`src/rtl/mem_arbiter.sv`:
```
// mem_arbiter: two-master (instruction port, data port) to one-slave memory
// arbiter with round-robin tie breaking, a registered slave request and a
// per-transaction timeout so a silent slave can never wedge the CPU.
//
// Ports:
//   clk, rst                      clock, asynchronous active-low reset
//   imemory_* / dmemory_*         master ports: valid/instr/addr/wdata/wstrb in,
//                                 rdata/ready out (ready is a one-cycle pulse)
//   mem_valid/instr/addr/wdata/wstrb  registered slave request
//   mem_rdata, mem_ready          slave response
//   bus_timeout                   one-cycle pulse on forced completion
module mem_arbiter #(
  parameter int unsigned TIMEOUT_CYCLES = 1024
) (
  input  logic        clk,
  input  logic        rst,
  input  logic        imemory_valid,
  input  logic        imemory_instr,
  input  logic [31:0] imemory_addr,
  input  logic [31:0] imemory_wdata,
  input  logic [3:0]  imemory_wstrb,
  output logic [31:0] imemory_rdata,
  output logic        imemory_ready,
  input  logic        dmemory_valid,
  input  logic        dmemory_instr,
  input  logic [31:0] dmemory_addr,
  input  logic [31:0] dmemory_wdata,
  input  logic [3:0]  dmemory_wstrb,
  output logic [31:0] dmemory_rdata,
  output logic        dmemory_ready,
  output logic        mem_valid,
  output logic        mem_instr,
  output logic [31:0] mem_addr,
  output logic [31:0] mem_wdata,
  output logic [3:0]  mem_wstrb,
  input  logic [31:0] mem_rdata,
  input  logic        mem_ready,
  output logic        bus_timeout
);

  localparam int unsigned CW = $clog2(TIMEOUT_CYCLES);
  localparam logic [CW-1:0] CNT_LAST = CW'(TIMEOUT_CYCLES - 1);

  typedef enum logic [1:0] {IDLE, BUSY_I, BUSY_D} state_t;

  state_t        state, state_nxt;
  logic          last_d, last_d_nxt;   // 1: data port won the most recent tie
  logic [CW-1:0] cnt;
  logic          grant_i, grant_d;
  logic          timeout_hit, done;

  always_ff @(posedge clk or negedge rst) begin
    if (!rst) begin
      state  <= IDLE;
      last_d <= 1'b1;
    end else begin
      state  <= state_nxt;
      last_d <= last_d_nxt;
    end
  end

  always_comb begin
    state_nxt     = state;
    last_d_nxt    = last_d;
    grant_i       = 1'b0;
    grant_d       = 1'b0;
    imemory_ready = 1'b0;
    imemory_rdata = '0;
    dmemory_ready = 1'b0;
    dmemory_rdata = '0;
    // A ready on the deadline cycle wins over the timeout.
    timeout_hit   = (state != IDLE) && !mem_ready && (cnt == CNT_LAST);
    done          = (state != IDLE) && (mem_ready || timeout_hit);
    bus_timeout   = timeout_hit;
    case (state)
      IDLE: begin
        if (imemory_valid && dmemory_valid) begin
          grant_i    = last_d;
          grant_d    = !last_d;
          last_d_nxt = !last_d;
        end else begin
          grant_i = imemory_valid;
          grant_d = dmemory_valid;
        end
        if (grant_i)      state_nxt = BUSY_I;
        else if (grant_d) state_nxt = BUSY_D;
      end
      BUSY_I: begin
        if (done) begin
          imemory_ready = 1'b1;
          imemory_rdata = mem_ready ? mem_rdata : '0;
          state_nxt     = IDLE;
        end
      end
      BUSY_D: begin
        if (done) begin
          dmemory_ready = 1'b1;
          dmemory_rdata = mem_ready ? mem_rdata : '0;
          state_nxt     = IDLE;
        end
      end
      default: state_nxt = IDLE;
    endcase
  end

  // Request registers and timeout counter. The counter stops at CNT_LAST,
  // which is also the cycle the timeout completes the transaction.
  always_ff @(posedge clk or negedge rst) begin
    if (!rst) begin
      mem_valid <= 1'b0;
      mem_instr <= 1'b0;
      mem_addr  <= '0;
      mem_wdata <= '0;
      mem_wstrb <= '0;
      cnt       <= '0;
    end else begin
      if (grant_i) begin
        mem_valid <= 1'b1;
        mem_instr <= imemory_instr;
        mem_addr  <= imemory_addr;
        mem_wdata <= imemory_wdata;
        mem_wstrb <= imemory_wstrb;
      end else if (grant_d) begin
        mem_valid <= 1'b1;
        mem_instr <= dmemory_instr;
        mem_addr  <= dmemory_addr;
        mem_wdata <= dmemory_wdata;
        mem_wstrb <= dmemory_wstrb;
      end else if (done) begin
        mem_valid <= 1'b0;
      end

      if (grant_i || grant_d)
        cnt <= '0;
      else if ((state != IDLE) && !mem_ready && (cnt != CNT_LAST))
        cnt <= cnt + CW'(1);
    end
  end

endmodule
```
`config.mk`:
```
export PLATFORM = sky130hd
export DESIGN_NAME = mem_arbiter
export DESIGN_NICKNAME = d
export VERILOG_FILES = /design/src/rtl/mem_arbiter.sv
export SDC_FILE = /design/constraint.sdc
export NUM_CORES = 1
export LEC_CHECK = 0
export BUFFER_PORTS_ARGS = -buffer_cell sky130_fd_sc_hd__clkbuf_2
export CAP_MARGIN = 20
export CORE_AREA = 2 2 122 124
export CTS_CLUSTER_DIAMETER = 40
export DETAILED_ROUTE_END_ITERATION = 16
export DIE_AREA = 0 0 124 126
export SKIP_LAST_GASP = 1
export SYNTH_ARGS = -nofsm -noshare
export SYNTH_HDL_FRONTEND = slang
export SYNTH_SLANG_ARGS = --single-unit
```
`constraint.sdc`:
```
create_clock -name clk -period 2 [get_ports clk]
set_input_delay 0 -clock clk [delete_from_list [all_inputs] [get_ports clk]]
set_output_delay 0 -clock clk [all_outputs]
set_load 0.005 [all_outputs]
```
==> flow_summary.toml, run 1 <==
[cells_and_area]
area_growth_pct = 81.0
drive_gt1_share_pct = 38.6
antenna_cells = 0
final_net_count = 1081
layoutNonFillerInstCount = 1091
final_area_um2 = 8000

[yosys]
synth_seq_cells = 83
syn_area_um2 = 4420
syn_nets = 638
ys_types = 37
yosysSeqAreaShare_pct = 47.0
ys_warn_count = 0
syn_inst = 459
syn_avg_cell_area_um2 = 9.63

[floorplan]
die_h_um = 126
design.die.area_um2 = 15600
initial_utilization_pct = 30.9
die_w_um = 124
fp.coreArea_um2 = 14300
num_rows = 44
ioPinCount = 312

[sta]
max_slew_margin_pct = 65.1
max_freq_mhz = 542
tightest_slew_ns = 0.524
final_max_slew_viol_count = 0
finalSetupTns_ns = 0
skew_ns = 0.00729
setup_violations = 0
period_minus_slack_ns = 1.85
rsz0062_at_grt = "no"
hold_violations = 0
period_share_pct = 92.3

[clock_tree]
htreeDepth = 3
root_buffer = "clkbuf_16"
numCtsBuffers = 9
clock_path_buffers = 2
clkTransAtPathRegs_ns = 0.06
cts_num_sinks = 83
cts_tree = "done"
insertion_delay_ns = 0.34

[global_route]
grt_max_degree = 82
gr-total-overflow = 0
grt_antenna_before_repair = 0
track_usage_pct = 21.2
grt_pass1_wl_um = 25500
grt_pass1_vias = 5239

[critical_path]
critPathLaunchType = "flip-flop"
critPathLaunch = "cnt[0]$_DFFE_PN0P_"
regToRegSetupSlack_ns = 0.22
worstPathRequired_ns = 2.00
critPathMaxFanout = 5
arrival_ns = 1.85
crit_type = "flip-flop to primary output"
critical_path.endpoint_type = "primary output"
r2r_start = "state[0]$_DFFE_PN0P_"

[placement]
portBuffers = 311
place_inst = 932
hpwlAfterDp_um = 11200
place.gp.congestion = 0.788
place_area_um2 = 6200

[power_and_ir_drop]
p_per_area_nw_per_um2 = 1050
p_leak_nw = 4.04
finalPower_mw = 8.38
ir_worst_vdd_mv = 0.483

[drt]
drc = 0
ant_nets = 0
drt_iter0_markers = 242
dr_total_vias = 5041
drt-pass1-iter-count = 5
wl_per_cell_um = 15.4
wirelength_um = 16800
via_per_inst = 4.62

[run_status]
status = "completed"

[min_path]
holdCritPathClass = "primary input to flip-flop"
hold_path.startpoint = "imemory_wdata[3]"

[run]
drv_cap = 0
## metrics by stage
stage	hold slack [ns]	util, %	setup slack, ns
2_1_floorplan	-0.296	-	0.390
3_3_place_gp	0.0242	43.3	0.224
4_1_cts	0.00224	55.6	0.00728
5_1_grt	0.0251	55.9	0.0248
3_5_place_dp	0.0261	43.3	0.171
6_report	0.0106	55.9	0.154
## flip-flops by register name (all words and copies together), names as in the netlist
register	flops
mem_addr	32
mem_wdata	32
cnt	10
mem_wstrb	4
state	2
last_d	1
mem_instr	1
mem_valid	1
## layout by cell type, fill, tap and decap left out, types with 8 or more instances in the layout
| master | instances |
|---|---|
| nand2_1 | 78 |
| nor2_1 | 8 |
| o21ai_1 | 11 |
| mux2i_1 | 72 |
| dlygate4sd3_1 | 138 |
| clkbuf_2 | 309 |
| and2_1 | 68 |
| o21ai_0 | 60 |
| clkbuf_16 | 9 |
| dfrtp_1 | 82 |
## worst max-delay path, cell delays in order, from the launching register on
cell and delay (ns):
dfrtp_1 0.42, ha_2 0.24, nand3_1 0.11, o31a_1 0.30, nor2_1 0.15, and2_1 0.16, clkbuf_2 0.12
## worst paths after layout
| kind | cells after the start | end |
|---|---|---|
| min in group asynchronous | 2 | mem_addr[30]$_DFFE_PN0N_ |
| worst max-delay path | 6 | imemory_ready |
| worst min register to register | 2 | mem_addr[4]$_DFFE_PN0N_ |
| worst max register to register | 6 | mem_addr[14]$_DFFE_PN0N_ |
| max in group asynchronous | 3 | cnt[9]$_DFFE_PN0P_ |
| worst min-delay path | 3 | mem_wdata[3]$_DFFE_PN0N_ |
## timing repair
item	CTS	global route
gates resized for setup	9	6
pin swaps	1	1
hold buffers	138	0
endpoints found under the setup margin	65	67
cloned	2	1
setup buffers	0	3
endpoints found under the hold margin	107	0
## per-layer routing
metal	GRT usage, %	share of wire (%)	vias up
met5	0	0	-
met4	10.6	3.5	0
met3	4.85	7.4	46
met2	38.2	50	249
met1	22.9	39	2282
li1	-	-	2464
## area by class of cell
cell class	count	area, um^2
clock inverters	3	68.8
flip-flops and latches	83	2080
clock buffers	13	270
well taps	184	230
fillers	1290	6310
repair buffers	463	3120
inverters	6	22.5
multi-input cells	339	2210
## kinds of logic after synthesis
| family | count (synthesis) | share of synthesized area, % |
|---|---|---|
| AOI/OAI and AO/OA | 89 | 11.2 |
| xor gates and xnor gates | 2 | 0.396 |
| adders and majority gates | 4 | 1.13 |
| buffers and inverters | 37 | 4.27 |
| DFF | 83 | 47.0 |
| muxes | 72 | 16.3 |
| and+or+nand+nor | 172 | 19.7 |
## report_power, final
part	leakage [nW]	internal (mW)	switching [mW]	total (mW)
Combinational	2.85	1.78	1.87	3.65
Clock	0.166	1.20	0.678	1.88
Sequential	1.03	2.44	0.410	2.85
## Yosys cell counts
cell	n	share of area (%)
nand4_1	3	0.42
dfstp_2	1	0.59
o21a_1	1	0.17
inv_1	6	0.51
and3_1	1	0.14
nor3b_2	1	0.28
buf_4	6	1.0
xor2_1	1	0.20
nor3_1	2	0.23
a311oi_1	1	0.20
a32o_1	3	0.68
nand3_1	4	0.45
a21oi_1	1	0.11
o31a_1	1	0.20
nor3b_1	2	0.34
and4_1	1	0.20
nand2_1	78	6.6
a211oi_1	1	0.17
a31oi_1	5	0.71
clkbuf_1	13	1.1
and2_1	68	9.6
o221ai_1	1	0.20
a41oi_1	1	0.20
dfrtp_1	82	46
buf_2	10	1.1
mux2i_1	72	16
a41o_1	1	0.23
nor4_1	2	0.28
nand2b_1	1	0.14
o21ai_0	60	6.8
o2111ai_1	1	0.20
ha_1	4	1.1
nor2_1	8	0.68
nand4bb_1	1	0.25
xnor2_1	1	0.20
buf_6	2	0.51
o21ai_1	12	1.4
(Power assumes the default switching activity.)
==> run 2, diff against run 1 <==
REMOVE_ABC_BUFFERS = 1   (was not set)
==> flow_summary.toml, run 2 (same netlist as run 1, synthesis figures left out) <==
[sta]
rsz0062_at_grt = "yes"
skew_ns = 0.00445
final_max_slew_viol_count = 0
tightest_slew_ns = 0.519
max_slew_margin_pct = 65.4
period_share_pct = 95.5
setup_violations = 0
period_minus_slack_ns = 1.91
max_freq_mhz = 524
hold_violations = 0

[cells_and_area]
fill_cells = 1169
final_net_count = 1092
area_growth_pct = 83.8
layout_commonest_cell = "clkbuf_2"
drive_gt1_share_pct = 39.4
antenna_cells = 0
multi_input_area_um2 = 2210
fin_util_pct = 56.7
largest_registers = "mem_addr (32), mem_wdata (32), cnt (10)"
regArea_um2 = 2080
layout_common_cells = "310 x clkbuf_2, 138 x dlygate4sd3_1, 82 x dfrtp_1"

[clock_tree]
cts_tree = "done"
clkTransAtPathRegs_ns = 0.07
insertion_delay_ns = 0.33
numCtsBuffers = 9
cts_num_sinks = 83
root_buffer = "clkbuf_16"
htreeDepth = 3
clock_path_buffers = 2

[critical_path]
critPathMaxFanout = 16
arrival_ns = 1.91
crit_type = "flip-flop to primary output"
worstPathRequired_ns = 2.00
critical_path.endpoint_type = "primary output"
critPathLaunchType = "flip-flop"

[drt]
wl_per_cell_um = 15.4
dr_total_vias = 5089
drc = 0
drt_iter0_markers = 176
drt-pass1-iter-count = 4
via_per_inst = 4.62
wirelength_um = 17000
ant_nets = 0

[global_route]
grt_max_degree = 56
grt_pass1_vias = 4995
grt_pass1_wl_um = 25400
grt_antenna_before_repair = 0
track_usage_pct = 21.0
gr-total-overflow = 0

[power_and_ir_drop]
ir_worst_vdd_mv = 0.538
finalPower_mw = 8.47
p_leak_nw = 4.11
p_per_area_nw_per_um2 = 1040

[placement]
hpwlAfterDp_um = 10700
portBuffers = 311
place.gp.congestion = 0.737

[floorplan]
design.die.area_um2 = 15600
num_rows = 44
ioPinCount = 312
initial_utilization_pct = 30.9
fp.coreArea_um2 = 14300
die_w_um = 124
die_h_um = 126

[run_status]
status = "completed"

[run]
drv_cap = 0

[min_path]
holdCritPathClass = "primary input to flip-flop"
[run 2: cell count changes in the layout (fill, tap and decap cells not counted), sizes merged]
cell    change
clkinv      +4
clkbuf      +1
bufinv      -1
inv         +1
buf         +6
[run 2: timing repair]
item,in CTS,in global routing
buffers inserted,0,7
hold buffers,138,0
resized for setup,0,9
endpoints found under the setup margin,2,58
gates cloned,0,4
pin swaps,0,3
endpoints found under the hold margin,106,0
[run 2: report_power, final]
group	internal (mW)	switching, mW	total, mW	leakage (nW)
Combinational	1.89	2.00	3.89	2.93
Sequential	2.44	0.448	2.89	1.03
Clock	0.979	0.715	1.69	0.151
Total	5.31	3.16	8.47	4.11
[run 2: stage by stage]
stage / instance area, um^2 / hold slack [ns] / worst slack (ns) / TNS [ns] / std cells
2_1_floorplan: 4250 / -0.296 / -2.87 / -216.72 / 428
3_3_place_gp: 6250 / 0.00821 / 0.227 / 0 / 937
3_5_place_dp: 6250 / 0.0107 / 0.164 / 0 / 937
4_1_cts: 7930 / 0.00948 / -0.0171 / -0.0314 / 1091
5_1_grt: 8120 / 0.0232 / -0.0204 / -0.0338 / 1102
6_report: 8120 / 0.000765 / 0.0898 / 0 / 1102
[run 2: worst max-delay path: stages, from the launching register on]
cell       delay, ns
dfrtp_1         0.40
inv_1           0.09
ha_2            0.20
buf_4           0.17
nor3b_4         0.20
buf_6           0.14
clkbuf_16       0.15
and2_1          0.13
clkbuf_2        0.11
[run 2: area by class of cell]
type / instances / area share, %
Clock buffer: 9 / 2.77
Clock inverter: 7 / 0.955
Inverter: 6 / 0.277
Multi-Input combinational cell: 339 / 27.2
Sequential cell: 83 / 25.6
Tap cell: 184 / 2.83
Timing Repair Buffer: 474 / 40.4
[run 2: final timing paths]
check | from | endpoint | depth (start not counted) | slack (ns)
worst max-delay path | state[0]$_DFFE_PN0P_ | dmemory_rdata[29] | 8 | 0.09
min in group asynchronous | rst | mem_instr$_DFFE_PN0N_ | 2 | 0.18
worst min-delay path | dmemory_wdata[31] | mem_wdata[31]$_DFFE_PN0N_ | 3 | 0.0008
worst max register to register | state[0]$_DFFE_PN0P_ | cnt[7]$_DFFE_PN0P_ | 7 | 0.15
worst min register to register | mem_addr[23]$_DFFE_PN0N_ | mem_addr[23]$_DFFE_PN0N_ | 2 | 0.48
max in group asynchronous | rst | last_d$_DFFE_PN1P_ | 3 | 1.09
[run 2: layer usage]
metal | global-route usage (%) | wire, um
met5 | 0 | 0
met4 | 8.53 | 624
met1 | 23.7 | 6230
met3 | 5.03 | 1390
met2 | 37.5 | 8770
